--- src/rtl/student_iic_target_pkg.sv ---
// Shared types and constants for the student I2C target.
// The FSM state enum is used by the top-level protocol engine.
package student_iic_target_pkg;

  typedef enum logic [2:0] {
    ST_IDLE     = 3'd0,
    ST_ADDR     = 3'd1,
    ST_ADDR_ACK = 3'd2,
    ST_WR_BYTE  = 3'd3,
    ST_WR_ACK   = 3'd4,
    ST_RD_BYTE  = 3'd5,
    ST_RD_ACK   = 3'd6
  } iic_tgt_state_e;

  localparam logic       IicAckBit      = 1'b0;
  localparam logic [3:0] IicBitsPerByte = 4'd8;

endpackage

--- src/rtl/student_iic_sync_edge.sv ---
// Pad input synchroniser plus one registered copy for edge detection.
// level_o is the synchronised value; rise_o/fall_o are one-cycle pulses.
module student_iic_sync_edge #(
  parameter int SyncStages = 2
) (
  input  logic clk_i,
  input  logic rst_ni,
  input  logic d_i,
  output logic level_o,
  output logic rise_o,
  output logic fall_o
);

  logic [SyncStages-1:0] sync_q;
  logic                  prev_q;

  // NOTE: synchroniser flops reset to 1 so a reset bus looks idle and no false START/STOP appears.
  always_ff @(posedge clk_i or negedge rst_ni) begin
    if (!rst_ni) begin
      sync_q <= '1;
      prev_q <= 1'b1;
    end else begin
      sync_q <= {sync_q[SyncStages-2:0], d_i};
      prev_q <= sync_q[SyncStages-1];
    end
  end

  assign level_o = sync_q[SyncStages-1];
  assign rise_o  = sync_q[SyncStages-1] & ~prev_q;
  assign fall_o  = ~sync_q[SyncStages-1] & prev_q;

endmodule

--- src/rtl/student_iic_target.sv ---
// I2C target with fixed device address and a pointer-addressed byte register space.
// No clock stretching; SDA is only ever changed in the cycle after a synced SCL fall.
module student_iic_target
  import student_iic_target_pkg::*;
#(
  parameter logic [6:0] DevAddr    = 7'h1A,
  parameter int         PtrWidth   = 4,
  parameter int         SyncStages = 2
) (
  input  logic                clk_i,
  input  logic                rst_ni,
  input  logic                scl_i,
  input  logic                sda_i,
  output logic                sda_oe_o,
  output logic                wr_valid_o,
  output logic [PtrWidth-1:0] wr_addr_o,
  output logic [7:0]          wr_data_o,
  output logic [PtrWidth-1:0] rd_addr_o,
  input  logic [7:0]          rd_data_i,
  output logic                busy_o
);

  logic scl, scl_rise, scl_fall;
  logic sda, sda_rise, sda_fall;

  student_iic_sync_edge #(.SyncStages(SyncStages)) u_scl_sync (
    .clk_i  (clk_i),
    .rst_ni (rst_ni),
    .d_i    (scl_i),
    .level_o(scl),
    .rise_o (scl_rise),
    .fall_o (scl_fall)
  );

  student_iic_sync_edge #(.SyncStages(SyncStages)) u_sda_sync (
    .clk_i  (clk_i),
    .rst_ni (rst_ni),
    .d_i    (sda_i),
    .level_o(sda),
    .rise_o (sda_rise),
    .fall_o (sda_fall)
  );

  logic start_det, stop_det;
  assign start_det = scl & sda_fall;
  assign stop_det  = scl & sda_rise;

  iic_tgt_state_e      state_q, state_d;
  logic [3:0]          bit_cnt_q, bit_cnt_d;
  logic [7:0]          shift_q, shift_d;
  logic [PtrWidth-1:0] ptr_q, ptr_d;
  logic                ptr_byte_q, ptr_byte_d;
  logic                rw_q, rw_d;
  logic                sda_oe_q, sda_oe_d;
  logic                busy_q, busy_d;
  logic                wr_valid_q, wr_valid_d;
  logic [PtrWidth-1:0] wr_addr_q, wr_addr_d;
  logic [7:0]          wr_data_q, wr_data_d;

  logic [7:0] rx_byte;
  logic       last_bit;
  assign rx_byte  = {shift_q[6:0], sda};
  assign last_bit = (bit_cnt_q == IicBitsPerByte - 4'd1);

  always_comb begin
    // NOTE: every next-state signal gets a default first, so no path can infer a latch.
    state_d    = state_q;
    bit_cnt_d  = bit_cnt_q;
    shift_d    = shift_q;
    ptr_d      = ptr_q;
    ptr_byte_d = ptr_byte_q;
    rw_d       = rw_q;
    sda_oe_d   = sda_oe_q;
    busy_d     = busy_q;
    wr_valid_d = 1'b0;
    wr_addr_d  = wr_addr_q;
    wr_data_d  = wr_data_q;

    if (stop_det) begin
      state_d  = ST_IDLE;
      sda_oe_d = 1'b0;
      busy_d   = 1'b0;
    end else if (start_det) begin
      state_d   = ST_ADDR;
      sda_oe_d  = 1'b0;
      bit_cnt_d = '0;
      shift_d   = '0;
    end else begin
      unique case (state_q)
        ST_IDLE: begin
          bit_cnt_d = '0;
          shift_d   = '0;
          sda_oe_d  = 1'b0;
        end
        ST_ADDR: if (scl_rise) begin
          shift_d   = rx_byte;
          bit_cnt_d = bit_cnt_q + 4'd1;
          if (last_bit) begin
            if (rx_byte[7:1] == DevAddr) begin
              state_d    = ST_ADDR_ACK;
              busy_d     = 1'b1;
              rw_d       = rx_byte[0];
              ptr_byte_d = 1'b1;
            end else begin
              state_d = ST_IDLE;
            end
          end
        end
        // First fall starts driving the ACK, second fall ends the ACK clock.
        ST_ADDR_ACK: if (scl_fall) begin
          if (!sda_oe_q) begin
            sda_oe_d = ~IicAckBit;
          end else if (rw_q) begin
            state_d   = ST_RD_BYTE;
            shift_d   = rd_data_i;
            sda_oe_d  = ~rd_data_i[7];
            bit_cnt_d = '0;
          end else begin
            state_d   = ST_WR_BYTE;
            sda_oe_d  = 1'b0;
            bit_cnt_d = '0;
          end
        end
        ST_WR_BYTE: if (scl_rise) begin
          shift_d   = rx_byte;
          bit_cnt_d = bit_cnt_q + 4'd1;
          if (last_bit) begin
            state_d = ST_WR_ACK;
            if (ptr_byte_q) begin
              ptr_d      = rx_byte[PtrWidth-1:0];
              ptr_byte_d = 1'b0;
            end else begin
              wr_valid_d = 1'b1;
              wr_addr_d  = ptr_q;
              wr_data_d  = rx_byte;
              ptr_d      = ptr_q + PtrWidth'(1);
            end
          end
        end
        ST_WR_ACK: if (scl_fall) begin
          if (!sda_oe_q) begin
            sda_oe_d = ~IicAckBit;
          end else begin
            state_d   = ST_WR_BYTE;
            sda_oe_d  = 1'b0;
            bit_cnt_d = '0;
          end
        end
        ST_RD_BYTE: if (scl_fall) begin
          if (last_bit) begin
            state_d  = ST_RD_ACK;
            sda_oe_d = 1'b0;
            ptr_d    = ptr_q + PtrWidth'(1);
          end else begin
            shift_d   = {shift_q[6:0], 1'b0};
            sda_oe_d  = ~shift_q[6];
            bit_cnt_d = bit_cnt_q + 4'd1;
          end
        end
        // Any fall seen here follows an ACK: a NACK leaves on the preceding rise.
        ST_RD_ACK: begin
          if (scl_rise && (sda != IicAckBit)) begin
            state_d = ST_IDLE;
            busy_d  = 1'b0;
          end else if (scl_fall) begin
            state_d   = ST_RD_BYTE;
            shift_d   = rd_data_i;
            sda_oe_d  = ~rd_data_i[7];
            bit_cnt_d = '0;
          end
        end
        default: state_d = ST_IDLE;
      endcase
    end
  end

  // NOTE: state registers use non-blocking assignments so every flop samples pre-edge values.
  always_ff @(posedge clk_i or negedge rst_ni) begin
    if (!rst_ni) begin
      state_q    <= ST_IDLE;
      bit_cnt_q  <= '0;
      shift_q    <= '0;
      ptr_q      <= '0;
      ptr_byte_q <= 1'b0;
      rw_q       <= 1'b0;
      sda_oe_q   <= 1'b0;
      busy_q     <= 1'b0;
      wr_valid_q <= 1'b0;
      wr_addr_q  <= '0;
      wr_data_q  <= '0;
    end else begin
      state_q    <= state_d;
      bit_cnt_q  <= bit_cnt_d;
      shift_q    <= shift_d;
      ptr_q      <= ptr_d;
      ptr_byte_q <= ptr_byte_d;
      rw_q       <= rw_d;
      sda_oe_q   <= sda_oe_d;
      busy_q     <= busy_d;
      wr_valid_q <= wr_valid_d;
      wr_addr_q  <= wr_addr_d;
      wr_data_q  <= wr_data_d;
    end
  end

  assign sda_oe_o   = sda_oe_q;
  assign wr_valid_o = wr_valid_q;
  assign wr_addr_o  = wr_addr_q;
  assign wr_data_o  = wr_data_q;
  assign rd_addr_o  = ptr_q;
  assign busy_o     = busy_q;

endmodule
--- config.mk ---
export PLATFORM = sky130hd
export DESIGN_NAME = student_iic_target
export DESIGN_NICKNAME = d
export VERILOG_FILES = /design/src/rtl/student_iic_target_pkg.sv /design/src/rtl/student_iic_sync_edge.sv /design/src/rtl/student_iic_target.sv
export SDC_FILE = /design/constraint.sdc
export NUM_CORES = 1
export LEC_CHECK = 0
export ABC_CLOCK_PERIOD_IN_PS = 5150
export CAP_MARGIN = 25
export CELL_PAD_IN_SITES_DETAIL_PLACEMENT = 0
export CELL_PAD_IN_SITES_GLOBAL_PLACEMENT = 1
export CORE_ASPECT_RATIO = 1.4
export CORE_MARGIN = 1
export CORE_UTILIZATION = 35
export CTS_CLUSTER_DIAMETER = 40
export DETAILED_ROUTE_END_ITERATION = 12
export GPL_ROUTABILITY_DRIVEN = 0
export HOLD_SLACK_MARGIN = 0.15
export PLACE_DENSITY = 0.76
export SLEW_MARGIN = 0
export SYNTH_ARGS = -nofsm -noshare
export SYNTH_HDL_FRONTEND = slang
export SYNTH_SLANG_ARGS = --single-unit
--- constraint.sdc ---
create_clock -name clk_i -period 5.15 [get_ports clk_i]
set_input_delay 0.515 -clock clk_i [delete_from_list [all_inputs] [get_ports clk_i]]
set_output_delay 0.515 -clock clk_i [all_outputs]
set_load 0.1 [all_outputs]
==> results by group <==
Run status
  • Status: complete, no violations

STA
  • RSZ-0062 raised after global routing: no
  • Fin Setup TNS: 0 ps
  • Total count of hold-check failures in the final report: 0
  • Min Tclk post-route: 2524 ps
  • Highest achievable clock rate: 396.2 MHz
  • Finish-stage setup viols: 0
  • Worst hold margin: 363.3 ps
  • Max-slew violation count: 0
  • Setup Skew: 4.230 ps
  • Worst Max-Slew Pin Slew: 970.1 ps
  • Relative slew margins: 35.12%
  • Period utilization: 49.01%

Routing
  • Post-DR wirelength/cell: 17.04 µm
  • Drt first pass iters: 4
  • Final routed wirelength across all metal layers: 5317 µm
  • Total number of vias: 1755
  • Remaining antenna violation count: 0
  • Number of remaining DRC errors: 0
  • Number of DRC markers in iteration 0: 62
  • Via density: 5.625

Floorplanning
  • Die boundary height: 97.86 µm
  • Horizontal die dimension: 70.47 µm
  • Number of cell rows: 34
  • I/O pin cnt: 31
  • Initial core utilization: 36.49%
  • Die outline area: 0.006896 mm²
  • Area inside the core boundary: 0.006296 mm²

Clock tree
  • Clock tree from TritonCTS: yes
  • Total CTS buffers: 5
  • Setup fix buffers added after clock tree synthesis: 0
  • Clk sinks: 41
  • Max Buffers Root-to-Sink: 2
  • Clock latency on the worst-skew pair: 290 ps
  • Maximum level of the CTS H-tree: 2
  • Clock-pin slew on the worst setup and hold paths: 80 ps
  • Clock root buffer master: clkbuf_8

Cells and area
  • Layout cell share with drive strength beyond 1: 16.67%
  • Diode count: 0
  • Leading cell types in the layout, fill and taps excluded: dfrtp_1, clkdlybuf4s50_1, a21oi_1, mux2_2
  • Net count, final: 253
  • Most common cell after layout, fill and taps aside: dfrtp_1
  • Number of fillers in the final layout: 631
  • Post-synthesis to final-layout area growth: 18.36%
  • Non-filler cells, final: 312
  • Final instance area: 0.002719 mm²

Place
  • Placed Cells incl. Taps: 302
  • Quantity of I/O buffers inserted on ports: 30
  • HPWL after DPL: 3734 µm
  • Cell Area, Placed: 0.002572 mm²

Setup path
  • Worst Setup Path Type: reg2reg
  • Critical Path Sink Type: flip-flop
  • Largest fanout on the critical path: 13
  • Endpoint required time on the critical path: 5330 ps
  • Reg2Reg Depth: 4
  • Arrival time worst endpoint: 2700 ps
  • Beginning of the worst register-to-register path: u_scl_sync.sync_q[1]
  • Reg-to-reg setup timing slack: 2630 ps
  • Critical register-to-register path endpoint: wr_data_o[6]
  • Startpoint kind of the worst setup timing path: flip-flop

Synthesis
  • Cell taking the most area after synthesis: dfrtp_1
  • Mean area per synthesized cell: 10.84 µm²
  • Count of flip-flops with a built-in enable after synthesis: 0
  • Synth cell types: 63
  • Post-synth top area share: 38.13%
  • Cells after synthesis: 212
  • Cell types occupying the most area after synthesis: dfrtp_1, dfstp_2, mux2_2
  • Portion of the post-synthesis area used by sequential elements: 44.99%
  • Top_reg_cell synth: dfrtp_1
  • Synthesized Nets: 226
  • Count of state elements after synthesis: 41
  • Yosys Warn Count: 0
  • Share of synthesized flip-flops with an asynchronous set or reset: 100.0%
  • Summed instance area of the synthesized netlist: 0.002297 mm²

Power and ir drop
  • LEAKAGE: 1.154 nW
  • Switching part of the total power: 22.92%
  • Clock network fraction of total power: 40.5%
  • Power per unit of standard cell area: 243.6 mW/mm²
  • Share of total power in combinational logic: 8.0%
  • Internal power summed over all cells: 0.5105 mW
  • Net Switching: 0.1518 mW
  • Power share of the sequential group: 51.5%
  • Maximum VDD drop: 184.1 µV

Hold path
  • End point of the most critical hold path: u_scl_sync.sync_q[1]
  • Worst hold path type: reg2reg
  • Beginning of the worst hold path: u_scl_sync.sync_q[0]
  • Depth of the worst hold-timing path: 0

GRT
  • Pin count of the biggest net entering global routing: 42
  • First-pass GRT wire length: 8721 µm
  • Vias in the first global route: 1743
  • Leftover overflow at the end of global routing: 0
  • Global-route met3 utilization: 2.580%
  • Met1 global-route usage: 19.95%
  • GR Util met2: 28.38%
  • Busiest metal layer after global routing: met2
  • Number of antenna violations at the first check in global routing: 0
  • GRT Total Usage: 16.33%

Run
  • Max-cap violation count: 0
logic make-up after synthesis:
family	Yosys count	share of synthesized area, %
and+or+nand+nor	67	19.34
AOI/OAI and AO/OA	65	19.99
DFF	41	44.99
buffers and inverters	18	5.774
muxes	16	7.680
xor gates and xnor gates	3	1.144
adders and majority gates	2	1.089
registers in the layout, indices dropped and copies added (netlist names), 2 cells and up:
name and count:
wr_data_o 8, wr_addr_o 4, state_q 3, bit_cnt_q 4, u_scl_sync.sync_q 2, rd_addr_o 4
u_sda_sync.sync_q 2, shift_q 7
critical path, cell delays in order, from the launching register on:
cell     delay [ps]
dfstp_2         660
nor2b_1         300
nand3_1         210
nor4_4          830
mux2_2          410
per-layer routing:
metal  share of wire (%)  wire, µm
met5                   0         0
met3                 2.0       106
met1                  44      2339
met4                 2.4       127
met2                  52      2742
stage by stage:
step	worst slack (ps)	total power, mW	utilization (%)
floorplan	2945	0.3781	-
global placement	2674	0.3980	40.86
detailed placement	2643	0.3988	40.86
CTS	2611	0.6664	42.71
global route	2400	0.6884	43.18
finish	2626	0.6623	43.18
worst max-delay path by stage:
stage | to | slack [ps] | depth (start not counted) | from
2_1_floorplan | bit_cnt_q[2] | 2950 | 5 | sda_oe_o
3_3_place_gp | wr_addr_o[1] | 2670 | 4 | u_scl_sync.sync_q[1]
3_5_place_dp | wr_addr_o[0] | 2640 | 4 | u_scl_sync.sync_q[1]
4_1_cts | wr_addr_o[0] | 2610 | 4 | u_scl_sync.sync_q[1]
5_1_grt | wr_addr_o[0] | 2400 | 4 | u_scl_sync.sync_q[1]
6_report | wr_data_o[6] | 2630 | 4 | u_scl_sync.sync_q[1]
synthesized netlist by cell type (4+ instances only):
master     number
dfrtp_1        35
a21oi_1        14
mux2_2         13
nand2_1        12
nor2_1         12
o21ai_0        11
nand2b_1        7
nand3_1         7
a22oi_1         6
dfstp_2         6
inv_1           6
o2bb2ai_1       6
clkbuf_8        4
power groups by stage:
stage	sequential (mW)	clock, mW	combinational [mW]
after detailed placement	0.347	0	0.0518
after CTS	0.341	0.274	0.0518
after floorplan	0.340	0	0.0385
after global routing	0.343	0.287	0.0589
after global placement	0.347	0	0.0512
final	0.341	0.268	0.0532
what timing repair did:
action	4_1_cts	5_1_grt
setup endpoints to repair	0	0
endpoints found under the hold margin	0	7
gates resized for setup	0	0
hold buffers	0	1
final cells by class:
| class | instances | area [µm²] | share of cell area (%) |
|---|---|---|---|
| clock buffers | 7 | 86.33 | 3.175 |
| clock inverters | 1 | 30.03 | 1.104 |
| inverters | 6 | 22.52 | 0.8283 |
| multi-input cells | 153 | 1131 | 41.60 |
| flip-flops and latches | 41 | 1033 | 38.01 |
| well taps | 72 | 90.09 | 3.313 |
| repair buffers | 32 | 325.3 | 11.97 |
No activity file was read; power rests on OpenSTA's default activity.
